==> config.mk <==
export PLATFORM = sky130hd
export DESIGN_NAME = param_seq_detector
export DESIGN_NICKNAME = d
export VERILOG_FILES = /design/src/rtl/param_seq_detector.sv
export SDC_FILE = /design/constraint.sdc
export NUM_CORES = 1
export LEC_CHECK = 0
export CAP_MARGIN = 20
export CORE_UTILIZATION = 40
export DETAILED_ROUTE_END_ITERATION = 10
export PLACE_DENSITY = 0.7
export SLEW_MARGIN = 20
export SYNTH_ARGS = -nofsm -noshare
export SYNTH_HDL_FRONTEND = slang
export SYNTH_SLANG_ARGS = --single-unit
==> constraint.sdc <==
create_clock -name clk -period 5.13 [get_ports clk]
set_input_delay 1.026 -clock clk [delete_from_list [all_inputs] [get_ports clk]]
set_output_delay 1.026 -clock clk [all_outputs]
set_load 0.005 [all_outputs]
==> src/rtl/param_seq_detector.sv <==
// Serial pattern detector with a loadable pattern, optional overlap and a
// saturating match counter. The output can be combinational (Mealy) or
// registered one cycle later in time (Moore).
module param_seq_detector #(
  parameter int unsigned        SEQ_LEN   = 4,
  parameter logic [SEQ_LEN-1:0] RESET_PAT = SEQ_LEN'(4'b1011),
  parameter bit                 OVERLAP   = 1'b1,
  parameter bit                 MEALY     = 1'b1,
  parameter int unsigned        CNT_W     = 8
) (
  input  logic               clk,
  input  logic               reset_n,
  input  logic               din,
  input  logic               din_valid,
  input  logic [SEQ_LEN-1:0] pattern,
  input  logic               load,
  input  logic               clear_cnt,
  output logic               detected,
  output logic [CNT_W-1:0]   match_count,
  output logic               count_sat
);

  localparam int unsigned         FILL_W   = $clog2(SEQ_LEN);
  localparam logic [FILL_W-1:0]   FILL_MAX = FILL_W'(SEQ_LEN - 1);
  localparam logic [CNT_W-1:0]    CNT_MAX  = '1;

  logic [SEQ_LEN-1:0] r_pat;
  logic [SEQ_LEN-2:0] r_hist;
  logic [FILL_W-1:0]  r_fill;
  logic [CNT_W-1:0]   r_cnt;

  logic [SEQ_LEN-1:0] w_window;
  logic               w_accept;
  logic               w_full;
  logic               w_match;

  // The candidate window is the stored history with the incoming bit appended
  // as the newest (least significant) position.
  assign w_window = {r_hist, din};
  assign w_accept = din_valid & ~load;
  assign w_full   = (r_fill == FILL_MAX);
  assign w_match  = w_accept & w_full & (w_window == r_pat);

  // Pattern register, bit history and fill level.
  always_ff @(posedge clk or negedge reset_n) begin
    if (!reset_n) begin
      r_pat  <= RESET_PAT;
      r_hist <= '0;
      r_fill <= '0;
    end else if (load) begin
      r_pat  <= pattern;
      r_hist <= '0;
      r_fill <= '0;
    end else if (w_accept) begin
      if (w_match && !OVERLAP) begin
        // Non-overlapping: the matched bits may not start the next match.
        r_hist <= '0;
        r_fill <= '0;
      end else begin
        r_hist <= w_window[SEQ_LEN-2:0];
        if (!w_full) begin
          r_fill <= r_fill + FILL_W'(1);
        end
      end
    end
  end

  // Saturating match counter; a clear that coincides with a match keeps that match.
  always_ff @(posedge clk or negedge reset_n) begin
    if (!reset_n) begin
      r_cnt <= '0;
    end else if (clear_cnt) begin
      r_cnt <= w_match ? CNT_W'(1) : '0;
    end else if (w_match && (r_cnt != CNT_MAX)) begin
      r_cnt <= r_cnt + CNT_W'(1);
    end
  end

  assign match_count = r_cnt;
  assign count_sat   = &r_cnt;

  if (MEALY) begin : g_mealy
    assign detected = w_match;
  end else begin : g_moore
    logic r_det;

    // Registered detect: one-cycle pulse following the completing bit's edge.
    always_ff @(posedge clk or negedge reset_n) begin
      if (!reset_n) begin
        r_det <= 1'b0;
      end else begin
        r_det <= w_match;
      end
    end

    assign detected = r_det;
  end

endmodule
==> flow_summary.ini <==
[setup_path]
critPathBufInv = 2
max_stage_delay_ns = 0.60
start_kind = primary input
critical_path_class = in -> out
crit_family = buffers and inverters
path_max_fanout = 11
crit_chain = clkdlybuf4s50_1, nand4b_4, nor2_1, clkdlybuf4s50_1
cpMaxStageDelayCell = clkdlybuf4s50_1
crit_top_cell = clkdlybuf4s50_1
cp_data_required_time_ns = 4.10
worstPathArrival_ns = 2.72
cp-end-kind = primary output

[power_and_ir_drop]
vdd_ir_drop_max_mv = 0.152
power.leakage_nw = 0.548
power.density_nw_per_um2 = 207

[detailed_routing]
postRouteAntennaNets = 0
drc_errors = 0
routed_wl_microns = 1780
wire_per_inst_microns = 13.3
first_iter_violations = 9
drtPass1Iterations = 4
vias = 712
vias_per_cell = 5.31

[synth]
syn-cell-area_sq_um = 991
syn-num-nets = 99
synth_area_leaders = dfrtp_1, dfstp_2, xnor2_2, mux2_1, mux2_2
synth_top_area_share_pct = 35.4
ys_types = 37
ys_seq_elements = 17
yosys.area.top_type = dfrtp_1
synth_cells = 87
seq_area_frac_synth_pct = 43.3
yosys_warnings = 0
syn_avg_cell_area_sq_um = 11.4

[floorplanning]
die_h_microns = 51.8
die_x_microns = 51.8
initial_core_util_pct = 43.5
core_sq_um = 2280
num_io_pins = 20
dieArea_sq_um = 2680
fp-row-count = 17

[clock_network]
htreeDepth = 1
cts_tree = yes
cts_buffers = 3
cts.clk_slew.worst_paths_ns = 0.10
cts_root_buffer = clkbuf_4
cts_buffer_depth = 2
cts_sinks = 17
cts_resized = 0
cts_hold_buf = 0
clk_latency_ns = 0.29
postCtsSetupRepairBufs = 0

[global_route]
grt.overflow.total = 0
grt_max_degree = 18
grt_use_total_pct = 15.7
antenna_found_initial = 0
grt_pass1_wl_microns = 3110
grt_pass1_vias = 702

[final_layout]
drive_gt1_share_pct = 18.9
area_growth_pct = 23.1
final_area_sq_um = 1220
diodes = 0
final_nets = 119

[placed_design]
place.detailed.hpwl_microns = 1330
portBuffers = 19
place_congestion = 0.826
placed_cell_area_sq_um = 1190

[sta]
rsz0062_at_grt = false
maxSlewHeadroom_pct = 47.7
post-route-period-util_pct = 73.1
whs_ns = 0.562
period_minus_slack_ns = 3.75
setup_viol = 0
worst_pin_slew_ns = 0.782
final-max-slew-violation-count = 0
fin_setup_tns_ns = 0
hold_violations = 0
fin_skew_ns = 0.00219
fmax_mhz = 267

[outcome]
outcome = completed

[flow_run]
drv_cap = 0

[worst_hold_path]
hold_path.class = reg -> reg
==> area by class of cell <==
cell class,count,area [sq um]
Tap cell,28,35.0
Clock inverter,1,5.00
Sequential cell,17,429
Fill cell,198,1060
Timing Repair Buffer,19,190
Inverter,1,3.75
Clock buffer,3,22.5
Multi-Input combinational cell,65,534
==> cell usage after synthesis <==
library cell	instances
inv_1	1
a311oi_1	1
clkbuf_1	2
and4_1	1
o31ai_1	1
and3_1	3
nor3b_1	1
nor4b_2	1
and3_4	2
buf_6	1
nor4_1	4
nand4b_1	1
or2_2	1
and4b_1	1
a211o_1	1
buf_2	1
mux2_2	4
xnor2_1	1
nand4b_4	1
xnor2_2	3
mux2i_1	4
nand4_1	1
nand2_1	3
o311a_1	1
mux2_1	4
and2_1	1
nand3_2	1
nor2_1	9
dfrtp_1	14
a31oi_1	2
nand3_1	1
nand2b_1	1
ha_1	2
a21oi_1	2
dfstp_2	3
nor2b_1	5
and2b_1	1
==> power breakdown <==
group / internal, W / switching [W]
sequential: 0.000141 / 0.00000479
clock: 0.0000290 / 0.0000424
combinational: 0.0000185 / 0.0000164
total: 0.000188 / 0.0000635
==> registers in the layout, summed over array words and instances (netlist names) <==
| signal | count |
|---|---|
| match_count | 8 |
| r_pat | 4 |
| r_hist | 3 |
| r_fill | 2 |
==> cells in the final DEF, fill, tap and decap left out, types with 2 or more instances in the layout <==
cell type        count
nor4_1               4
and3_4               2
and3_1               3
dfstp_2              3
a31oi_1              2
mux2i_1              4
dfrtp_1             14
nor2_1               9
clkdlybuf4s50_1     19
mux2_1               4
mux2_2               4
clkbuf_4             3
a21oi_1              2
nor2b_1              5
nand2_1              3
ha_1                 2
xnor2_2              3
==> worst min-delay path, cell delays in order (launching register included) <==
cell and delay, ns:
dfrtp_1 0.38, mux2i_1 0.08, nor2_1 0.08
==> routing by layer <==
| layer | global-route usage, % | share of wire [%] |
|---|---|---|
| met3 | 5.26 | 5.0 |
| met1 | 18.7 | 46 |
| met2 | 27.3 | 49 |
| met5 | 0 | 0 |
| met4 | 3.15 | 0.56 |
==> final timing paths <==
check	start	end	slack (ns)	cells past startpoint
min in group asynchronous	reset_n	match_count[6]	1.19	1
min	r_fill[1]	r_fill[1]	0.56	2
max	load	detected	1.38	4
min reg2reg	r_fill[1]	r_fill[1]	0.56	2
max reg2reg	match_count[0]	match_count[5]	3.29	5
max in group asynchronous	reset_n	match_count[7]	3.46	1
==> cells by family (layout without fill, tap and decap cells) <==
family / Yosys count / count (layout) / share of synthesized area, %
AND/OR/NAND/NOR: 39 / 39 / 26.6
XOR/XNOR: 4 / 4 / 5.81
AO/OA/AOI/OAI: 8 / 8 / 5.81
buffers and inverters: 5 / 24 / 2.78
adder cells (fa/ha/maj): 2 / 2 / 2.52
flip-flops: 17 / 17 / 43.3
multiplexers: 12 / 12 / 13.1
==> through the flow <==
step                utilization [%]  worst slack, ns  total power (W)  std cells
finish                         53.6             1.38         0.000252        134
global route                   53.6             1.25         0.000264        134
CTS                            53.6             1.37         0.000256        134
detailed placement             52.4             1.37         0.000184        130
global placement               52.4             1.40         0.000183        130
floorplan                         -             2.56         0.000170         87
(Power assumes the default switching activity.)
